<file path="config.mk">
export PLATFORM = sky130hd
export DESIGN_NAME = weight_bpeb_loader
export DESIGN_NICKNAME = d
export VERILOG_FILES = /design/src/rtl/weight_bpeb_loader.sv
export SDC_FILE = /design/constraint.sdc
export NUM_CORES = 2
export LEC_CHECK = 0
export BUFFER_PORTS_ARGS = -buffer_cell sky130_fd_sc_hd__buf_2
export CAP_MARGIN = 5
export CORE_AREA = 2 2 772 774
export CTS_BUF_LIST = sky130_fd_sc_hd__clkbuf_4 sky130_fd_sc_hd__clkbuf_8
export CTS_CLUSTER_SIZE = 16
export DETAILED_ROUTE_END_ITERATION = 10
export DIE_AREA = 0 0 774 776
export PLACE_DENSITY = 0.3
export REMOVE_ABC_BUFFERS = 1
export SYNTH_ARGS = -nofsm -noshare
export SYNTH_HDL_FRONTEND = slang
export SYNTH_SLANG_ARGS = --single-unit
</file>
<file path="constraint.sdc">
create_clock -name clk -period 4.9 [get_ports clk]
set_clock_uncertainty 0.05 [all_clocks]
set_input_delay 0.98 -clock clk [delete_from_list [all_inputs] [get_ports clk]]
set_output_delay 0.98 -clock clk [all_outputs]
set_load 0.01 [all_outputs]
</file>
<file path="src/rtl/weight_bpeb_loader.sv">
// Loads a column-major stream of weights into per-slot registers and BPEB-encodes each one on the way in.
// Latency: the encoding is written on the same edge as the weight. done pulses one cycle after the last handshake.
// Backpressure: w_in_ready is high only in LOAD, and LOAD stalls for as long as w_in_valid stays low.
module weight_bpeb_loader #(
  parameter int num_pe_col   = 4,
  parameter int nb_taps      = 11,
  parameter int weight_width = 16,
  parameter int ETC_width    = 4
) (
  input  logic                                            clk,
  input  logic                                            rst_n,
  input  logic                                            start,
  input  logic [3:0]                                      cfg_n_ap,
  input  logic [3:0]                                      cfg_kernel_size,
  input  logic                                            w_in_valid,
  output logic                                            w_in_ready,
  input  logic [weight_width-1:0]                         w_in_data,
  output logic [num_pe_col*nb_taps*weight_width-1:0]      WRegs,
  output logic [num_pe_col*nb_taps*3*(weight_width/2)-1:0] WBPRs,
  output logic [num_pe_col*nb_taps*ETC_width-1:0]         WETCs,
  output logic                                            busy,
  output logic                                            done,
  output logic                                            weights_valid
);
  localparam int G  = weight_width / 2;
  localparam int BW = 3 * G;
  localparam int CW = (num_pe_col > 1) ? $clog2(num_pe_col) : 1;
  localparam logic [3:0] TAPS4 = 4'((nb_taps > 15) ? 15 : nb_taps);

  typedef enum logic [1:0] {IDLE, CLEAR, LOAD, DONE} state_t;
  state_t state_q, state_d;

  logic [3:0]           k_q, n_ap_q, tap_q, k_sel;
  logic [CW-1:0]        col_q;
  logic                 hs, last_slot;
  logic [BW-1:0]        bpr_enc;
  logic [ETC_width-1:0] etc_enc;
  logic [weight_width:0] w_ext;

  assign k_sel     = (int'(cfg_kernel_size) > nb_taps) ? TAPS4 : cfg_kernel_size;
  assign hs        = w_in_valid && w_in_ready;
  assign last_slot = (col_q == CW'(num_pe_col - 1)) && (tap_q == k_q - 4'd1);

  assign busy       = (state_q == CLEAR) || (state_q == LOAD);
  assign w_in_ready = (state_q == LOAD);
  assign done       = (state_q == DONE);

  // Append a zero below bit 0 so each group is a plain 3-bit window.
  assign w_ext = {w_in_data, 1'b0};

  always_comb begin
    bpr_enc = '0;
    etc_enc = '0;
    for (int i = 0; i < G; i++) begin
      if (i >= int'(n_ap_q)) begin
        bpr_enc[3*i +: 3] = w_ext[2*i +: 3];
        if (w_ext[2*i +: 3] != 3'b000 && w_ext[2*i +: 3] != 3'b111)
          etc_enc = etc_enc + ETC_width'(1);
      end
    end
  end

  always_comb begin
    state_d = state_q;
    case (state_q)
      IDLE:    if (start) state_d = CLEAR;
      CLEAR:   state_d = (k_q == 4'd0) ? DONE : LOAD;
      LOAD:    if (hs && last_slot) state_d = DONE;
      DONE:    state_d = IDLE;
      default: state_d = IDLE;
    endcase
  end

  always_ff @(posedge clk or negedge rst_n) begin
    if (!rst_n) state_q <= IDLE;
    else        state_q <= state_d;
  end

  always_ff @(posedge clk or negedge rst_n) begin
    if (!rst_n) begin
      k_q           <= '0;
      n_ap_q        <= '0;
      tap_q         <= '0;
      col_q         <= '0;
      WRegs         <= '0;
      WBPRs         <= '0;
      WETCs         <= '0;
      weights_valid <= 1'b0;
    end else begin
      case (state_q)
        IDLE: begin
          if (start) begin
            k_q           <= k_sel;
            n_ap_q        <= cfg_n_ap;
            weights_valid <= 1'b0;
          end
        end
        CLEAR: begin
          WRegs <= '0;
          WBPRs <= '0;
          WETCs <= '0;
          tap_q <= '0;
          col_q <= '0;
        end
        LOAD: begin
          if (hs) begin
            for (int c = 0; c < num_pe_col; c++) begin
              for (int t = 0; t < nb_taps; t++) begin
                if (int'(col_q) == c && int'(tap_q) == t) begin
                  WRegs[(c*nb_taps+t)*weight_width +: weight_width] <= w_in_data;
                  WBPRs[(c*nb_taps+t)*BW +: BW]                     <= bpr_enc;
                  WETCs[(c*nb_taps+t)*ETC_width +: ETC_width]       <= etc_enc;
                end
              end
            end
            if (tap_q == k_q - 4'd1) begin
              tap_q <= '0;
              col_q <= col_q + CW'(1);
            end else begin
              tap_q <= tap_q + 4'd1;
            end
          end
        end
        default: ;
      endcase
      if (state_d == DONE && state_q != DONE)
        weights_valid <= 1'b1;
    end
  end
endmodule

</file>
# Word level (Yosys, flattened, before mapping)
# Index checks and enable logic that the tools add are counted.
# word_totals
ff_bits	1953
input_bits	28
output_inout_bits	1940
elab_cells	525
# classes
addsub	10
n_lt_le_gt_ge	9
n_eq_ne	73
mux	176
reduce_logical	119
# ops
op	n
1056-bit case mux with 2 select lines	1
704-bit case mux with 2 select lines	1
1056-bit 2-to-1 mux	1
24-bit 2-to-1 mux	44
16-bit 2-to-1 mux	44
704-bit 2-to-1 mux	1
176-bit case mux with 2 select lines	1
4-bit 2-to-1 mux	62
176-bit 2-to-1 mux	1
3-bit AND reduction	45
2-bit by 1-bit != test with 1-bit output (second input constant)	46
1-bit logical AND	55
4-bit by 1-bit adder with 4-bit output (second input constant)	8
4-bit equality test (second input constant)	7
3-bit 2-to-1 mux	8
3-bit nonzero test	8
3-bit != test (second input constant)	7
3-bit by 4-bit greater-or-equal comparator with 1-bit output (first input constant)	4
2-bit equality test (second input constant)	6
4-bit by 3-bit equality test with 1-bit output (second input constant)	2
1-bit by 4-bit greater-or-equal comparator with 1-bit output (first input constant)	2
2-bit by 4-bit greater-or-equal comparator with 1-bit output (first input constant)	2
4-bit zero test	2
2-bit 2-to-1 mux	4
15 further kinds	25

# Depth between registers and ports, before layout
# depth
ltp_word	27
depth_mapped	27
mapped_depth_nobuf	24

# Worst setup path before layout
# OpenSTA, ideal clock, no wires.
# synth_timing
path_type	input -> register
from	input w_in_data[3]
to	register WETCs[161]
setup_time_ns	0.136
arrival_time_ns	5.352
required_time_ns	4.714
slack_ns	-0.638
stages	24
n_path_buf	2
path_cell_list	nor3_1 > nor2_1 > ha_1 > and2_0 > clkbuf_1 > ha_1 > nand4_1 > a21bo_2 > ha_1 > xor2_1 > nor2_1 > o31ai_1 > inv_1 > ha_1 > nand2_1 > o21ai_0 > ha_1 > a22oi_1 > o21ai_1 > ha_1 > mux2_2 > nand2_1 > clkbuf_1 > o21ai_0
# synth_via
elab_chain_cells	25
elab_cells_between_ends	29
classes_between	6 x add/sub; 2 x eq/ne; 17 x mux; 4 x reduce/logical
# synth_rtl
element	line	source
from (decl)	17	input logic [weight_width-1:0] w_in_data,
3-bit != test or 3-bit nonzero test (tied branches)	57	if (w_ext[2*i +: 3] != 3'b000 && w_ext[2*i +: 3] != 3'b111)
1-bit logical AND	57	
4-bit 2-to-1 mux	57	
4-bit 2-to-1 mux	55	if (i >= int'(n_ap_q)) begin
4-bit by 1-bit adder with 4-bit output	58	etc_enc = etc_enc + ETC_width'(1);
4-bit 2-to-1 mux	57	
4-bit 2-to-1 mux *	55	
4-bit by 1-bit adder with 4-bit output	58	
[... 9 more ...]	-	
4-bit 2-to-1 mux	57	
4-bit 2-to-1 mux *	55	
4-bit by 1-bit adder with 4-bit output	58	
4-bit 2-to-1 mux	57	
4-bit 2-to-1 mux *	55	
4-bit 2-to-1 mux *	109	if (int'(col_q) == c && int'(tap_q) == t) begin
176-bit 2-to-1 mux *	106	if (hs) begin
176-bit case mux with 2 select lines *	90	case (state_q)
to (signal, indexed assignment)	112	WETCs[(c*nb_taps+t)*ETC_width +: ETC_width] <= etc_enc;
to (decl)	20	output logic [num_pe_col*nb_taps*ETC_width-1:0] WETCs,
# Mark *: on every way between the ends. The rest lies on a longest branch, timed or not. The select of a mux whose other input is x is not followed.
# A chain may end at the register's enable or synchronous reset.

# Worst setup path in the final report
# layout_timing
from	register n_ap_q[2]
to	register WETCs[75]
# layout_via
elab_chain_cells	26
elab_cells_between_ends	33
classes_between	7 x add/sub; 8 x order compare; 18 x mux
# layout_rtl
element	line	source
from (decl)	33	logic [3:0] k_q, n_ap_q, tap_q, k_sel;
from (signal assigned)	94	n_ap_q <= cfg_n_ap;
1-bit by 4-bit greater-or-equal comparator with 1-bit output	55	
4-bit 2-to-1 mux	55	
4-bit by 1-bit adder with 4-bit output	58	
4-bit 2-to-1 mux	57	
4-bit 2-to-1 mux	55	
4-bit by 1-bit adder with 4-bit output	58	
4-bit 2-to-1 mux	57	
4-bit 2-to-1 mux	55	
[... 10 more ...]	-	
4-bit 2-to-1 mux	57	
4-bit 2-to-1 mux	55	
4-bit by 1-bit adder with 4-bit output	58	
4-bit 2-to-1 mux	57	
4-bit 2-to-1 mux *	55	
4-bit 2-to-1 mux *	109	
176-bit 2-to-1 mux *	106	
176-bit case mux with 2 select lines *	90	
# Marks and branches as above.

==> out/results.env <==
FF_LATCH_COUNT_SYNTH=1909
DRT-TOTAL-WL_UM=448000
MOSTFREQUENTLAYOUTCELLS='sky130_fd_sc_hd__nand2_1 (1957), sky130_fd_sc_hd__buf_2 (1922), sky130_fd_sc_hd__dfrtp_1 (1909)'
CP_DATA_ARRIVAL_TIME_PS=6050
MIN-DELAY-PATH-CLASS='in2reg'
POST_SYNTH_MUX_AREA_SHARE=0.00148
FIRSTDRTPASSITERS=5
FINALSETUPVIOLATIONS=123
SYNTH.TOP_CELL.AREA_SHARE=0.683
FP.DIEW_UM=774
FINALNETCOUNT=8748
CPMAXSTAGEDELAYCELL='sky130_fd_sc_hd__or4_4'
MAX_FREQ_MHz=196
POST-SYNTH-TOP-AREA-CELL='sky130_fd_sc_hd__dfrtp_1'
SYNTH_COMPOUND_GATE_AREA_SHARE=0.148
CPPEAKSTAGEDELAY_PS=440
SEQ_AREA_FRAC_SYNTH=0.683
CORE_AREA_MM2=0.592
GRT_ANTENNA_BEFORE_REPAIR=86
NETLIST-CELL-TYPE-COUNT=68
HOLD_VIOL_FINAL=0
STD_CELL_ROWS=283
TIMING.CRITICAL_PATH.FROM_TYPE='flip-flop'
GRT_USE_TOTAL=0.144
GRT_PASS1_VIAS=56700
HTREE_NUM_LEVELS=5
NETLIST_TOP_CELLS_AREA='sky130_fd_sc_hd__dfrtp_1 (68%), sky130_fd_sc_hd__o21ai_0 (13%), sky130_fd_sc_hd__nand2_1 (11%), sky130_fd_sc_hd__clkbuf_1 (2.7%), sky130_fd_sc_hd__buf_6 (0.82%)'
RESULT_OF_THE_RUN='complete, but fails checks'
GRT_START_MAX_NET_PINS=105
DETAILEDPLACEMENTHPWL_UM=320000
NUMBER_OF_BUFFERS_INSERTED_DURING_CLOCK_TREE_SYNTHESIS=381
PORT_BUFFERS=1923
FLOORPLAN.INITIALDENSITY=0.118
FLOORPLAN.DIE.HEIGHT_UM=776
DETAILEDPLACE.WORSTSLACK_PS=-1210
MAX_CAP_VIOL_COUNT=0
ENDPOINT_KIND='flip-flop'
LAYOUT_COMMONEST_CELL='sky130_fd_sc_hd__nand2_1'
SYNTH_ENABLE_FLOP_CELLS=0
POST-ROUTE-DRC-COUNT=0
YOSYSWARNINGS=0
POST_SYNTH_XOR_AREA_FRACTION=0.00268
POSTSYNTH.TOPFLOPCELL='sky130_fd_sc_hd__dfrtp_1'
VIAS=56200
LARGEST_FAMILY_OF_LOGIC_CELLS_BY_SYNTHESIZED_AREA='compound AO/OA/AOI/OAI gates'
MAX-VDD-IR-DROP_mV=0.609
POST_ROUTE_CELLS_DRIVE_ABOVE_1_SHARE=0.350
ROUTEDWLPERCELL_UM=26.5
ASYNC_RESET_FF_FRAC=1.00
GLOBALPLACE.CONGESTION=0.742
FIN_HOLD_WS_PS=280
CP_COMMON_CELL='sky130_fd_sc_hd__ha_4'
PATH_CLASS='reg2reg'
MAX-SLEW-MARGIN-REL=0.280
POST_DRT_VIA_CELL_RATIO=3.33
NUM_IO_PINS=1968
CTSROOTBUFFERMASTER='sky130_fd_sc_hd__clkbuf_8'
TOTAL_LEAKAGE_POWER_nW=48.5
PERIOD_MINUS_SLACK_PS=5110
CELLPOWERDENSITY_mW_PER_MM2=799
SYNTH_ADDER_AREA_SHARE=0.00340
SYN-MEAN-INSTANCE-AREA_UM2=10.5
VIOLATIONS='negative setup slack'
FIN_TNS_SETUP_PS=-13300
NETLIST_AREA_MM2=0.0700
WORSTPATHREQUIRED_PS=5830
DR.FIRST_ITER.DRC_COUNT=2957
TIGHTESTPINTRANSITION_PS=1080
GRT-OVFL-TOTAL=0
CP_TOP_FAMILY='simple AND/OR/NAND/NOR gates'
AREA_DELTA_SYNTH_FINAL_PCT=42.1
CLOCK_TRANSITION_AT_THE_REGISTER_CLOCK_PINS_ON_THE_WORST_SETUP_AND_HOLD_PATHS_AFTER_CTS_PS=60
CTS.SINK_COUNT=1909
MAX_TRANSITION_VIOLS_FINAL=0
SETUP_REPAIR_AFTER_GLOBAL_ROUTING_MISSED_ITS_MARGIN='yes'
ANTENNA_LEFT=0
CTS-ROOT-TO-SINK-BUFFERS=4
FINAL.PERIOD_UTILIZATION=1.04
GRT_FIRST_PASS_WIRELENGTH_UM=582000
LAYOUTNONFILLERINSTCOUNT=16900
CLOCK_INSERTION_DELAY_WORST_SKEW_PS=1190
DIEAREA_MM2=0.601
CRIT_PATH_MAX_FANOUT=11
YOSYS.AREA_SHARE.SIMPLE=0.115
FIN_WS_PS=-214
DP_CELLS=16100
PATH_BUF_INV=4
CLOCK_TREE_FROM_TRITONCTS='done'
NUMBER_OF_CELLS_PRODUCED_BY_SYNTHESIS=6688
-- flip-flops by register name, indices dropped and copies added (netlist names), 2 cells and up --
| signal | flops |
|---|---|
| WBPRs | 1012 |
| WRegs | 704 |
| WETCs | 176 |
| k_q | 4 |
| n_ap_q | 4 |
| tap_q | 4 |
| col_q | 2 |
| state_q | 2 |
-- layer usage --
layer	global-route usage	routed length, µm
met5	0	41
met4	0.0308	9640
met3	0.0502	36100
met2	0.240	212000
met1	0.178	190000
-- logic make-up after synthesis --
group / count (synthesis)
fa+ha+maj: 19
mux: 8
buf+inv: 659
flops: 1909
other cells: 1
compound gates: 1987
simple gates: 2087
xor+xnor: 18
-- worst paths after layout --
check,from,end,slack [ps],depth (start not counted)
max,n_ap_q[2],WETCs[75],-210,25
max reg2reg,n_ap_q[2],WETCs[75],-210,25
min,cfg_n_ap[0],n_ap_q[0],280,2
min reg2reg,WETCs[34],WETCs[34],420,2
max in group asynchronous,rst_n,k_q[3],2840,4
min in group asynchronous,rst_n,WBPRs[122],540,2
-- stage by stage --
step	power, mW	utilization	cell area, µm²
floorplan	35.9	-	66900
global placement	63.1	0.152	90300
detailed placement	63.3	0.152	90300
CTS	82.1	0.167	98800
global route	85.2	0.168	99300
finish	79.5	0.168	99400
-- layout make-up --
cell class | instances | area (µm²)
diodes | 72 | 180
clock buffers | 592 | 7210
clock inverters | 54 | 656
fillers | 66800 | 493000
inverters | 12 | 45.0
multi-input cells | 4163 | 20200
flip-flops and latches | 1909 | 47800
well taps | 7837 | 9810
repair buffers | 2234 | 13500
-- worst reg2reg max path, stage by stage (launching register included) --
cell	delay [ps]
sky130_fd_sc_hd__dfrtp_1	380
sky130_fd_sc_hd__or3_4	410
sky130_fd_sc_hd__nor3_4	180
sky130_fd_sc_hd__ha_4	240
sky130_fd_sc_hd__and2_4	150
sky130_fd_sc_hd__ha_4	210
sky130_fd_sc_hd__nand4_1	60
sky130_fd_sc_hd__a21bo_4	240
sky130_fd_sc_hd__ha_4	260
sky130_fd_sc_hd__xor2_1	120
sky130_fd_sc_hd__nor2_1	80
sky130_fd_sc_hd__o31ai_2	230
sky130_fd_sc_hd__inv_1	120
sky130_fd_sc_hd__ha_4	280
sky130_fd_sc_hd__nand2_2	40
sky130_fd_sc_hd__o21ai_2	80
sky130_fd_sc_hd__ha_4	160
sky130_fd_sc_hd__nand2_2	50
sky130_fd_sc_hd__or4_4	440
sky130_fd_sc_hd__a21boi_4	190
sky130_fd_sc_hd__and3_4	210
sky130_fd_sc_hd__mux2i_4	70
sky130_fd_sc_hd__buf_12	160
sky130_fd_sc_hd__buf_12	150
sky130_fd_sc_hd__buf_4	260
sky130_fd_sc_hd__o21ai_2	90
-- Yosys cell counts, types with 4 or more instances --
master                     number
sky130_fd_sc_hd__o21ai_0     1864
sky130_fd_sc_hd__inv_1         12
sky130_fd_sc_hd__xnor2_1        7
sky130_fd_sc_hd__a21o_1         5
sky130_fd_sc_hd__or3_1          8
sky130_fd_sc_hd__nand4_1        5
sky130_fd_sc_hd__buf_4         46
sky130_fd_sc_hd__buf_2         19
sky130_fd_sc_hd__a21oi_2        4
sky130_fd_sc_hd__buf_6         51
sky130_fd_sc_hd__o21ai_2       40
sky130_fd_sc_hd__or2_2          7
sky130_fd_sc_hd__ha_1          19
sky130_fd_sc_hd__dfrtp_1     1909
sky130_fd_sc_hd__clkbuf_8      12
sky130_fd_sc_hd__xor2_1         7
sky130_fd_sc_hd__a21o_2        40
sky130_fd_sc_hd__nand2_1     1979
sky130_fd_sc_hd__clkbuf_1     506
sky130_fd_sc_hd__mux2_2         6
sky130_fd_sc_hd__and2_1        13
sky130_fd_sc_hd__a21oi_1        5
sky130_fd_sc_hd__nor2_1        14
sky130_fd_sc_hd__and3_1         6
sky130_fd_sc_hd__nand3_1       31
sky130_fd_sc_hd__buf_8          4
sky130_fd_sc_hd__nor3_1        11
-- report_power, final --
| part | internal [mW] | switching [mW] |
|---|---|---|
| Combinational | 9.29 | 29.1 |
| Sequential | 21.0 | 2.61 |
| Clock | 9.62 | 7.93 |
| Total | 39.9 | 39.6 |
-- timing repair --
| action | 4_1_cts | 5_1_grt |
|---|---|---|
| buffers inserted | 10 | 6 |
| cloned | 4 | 8 |
| endpoints found under the setup margin | 132 | 132 |
| hold buffers | 8 | 0 |
| hold endpoints to repair | 54 | 0 |
| resized for setup | 142 | 94 |
| pin swaps | 47 | 51 |
(Power assumes the default switching activity.)
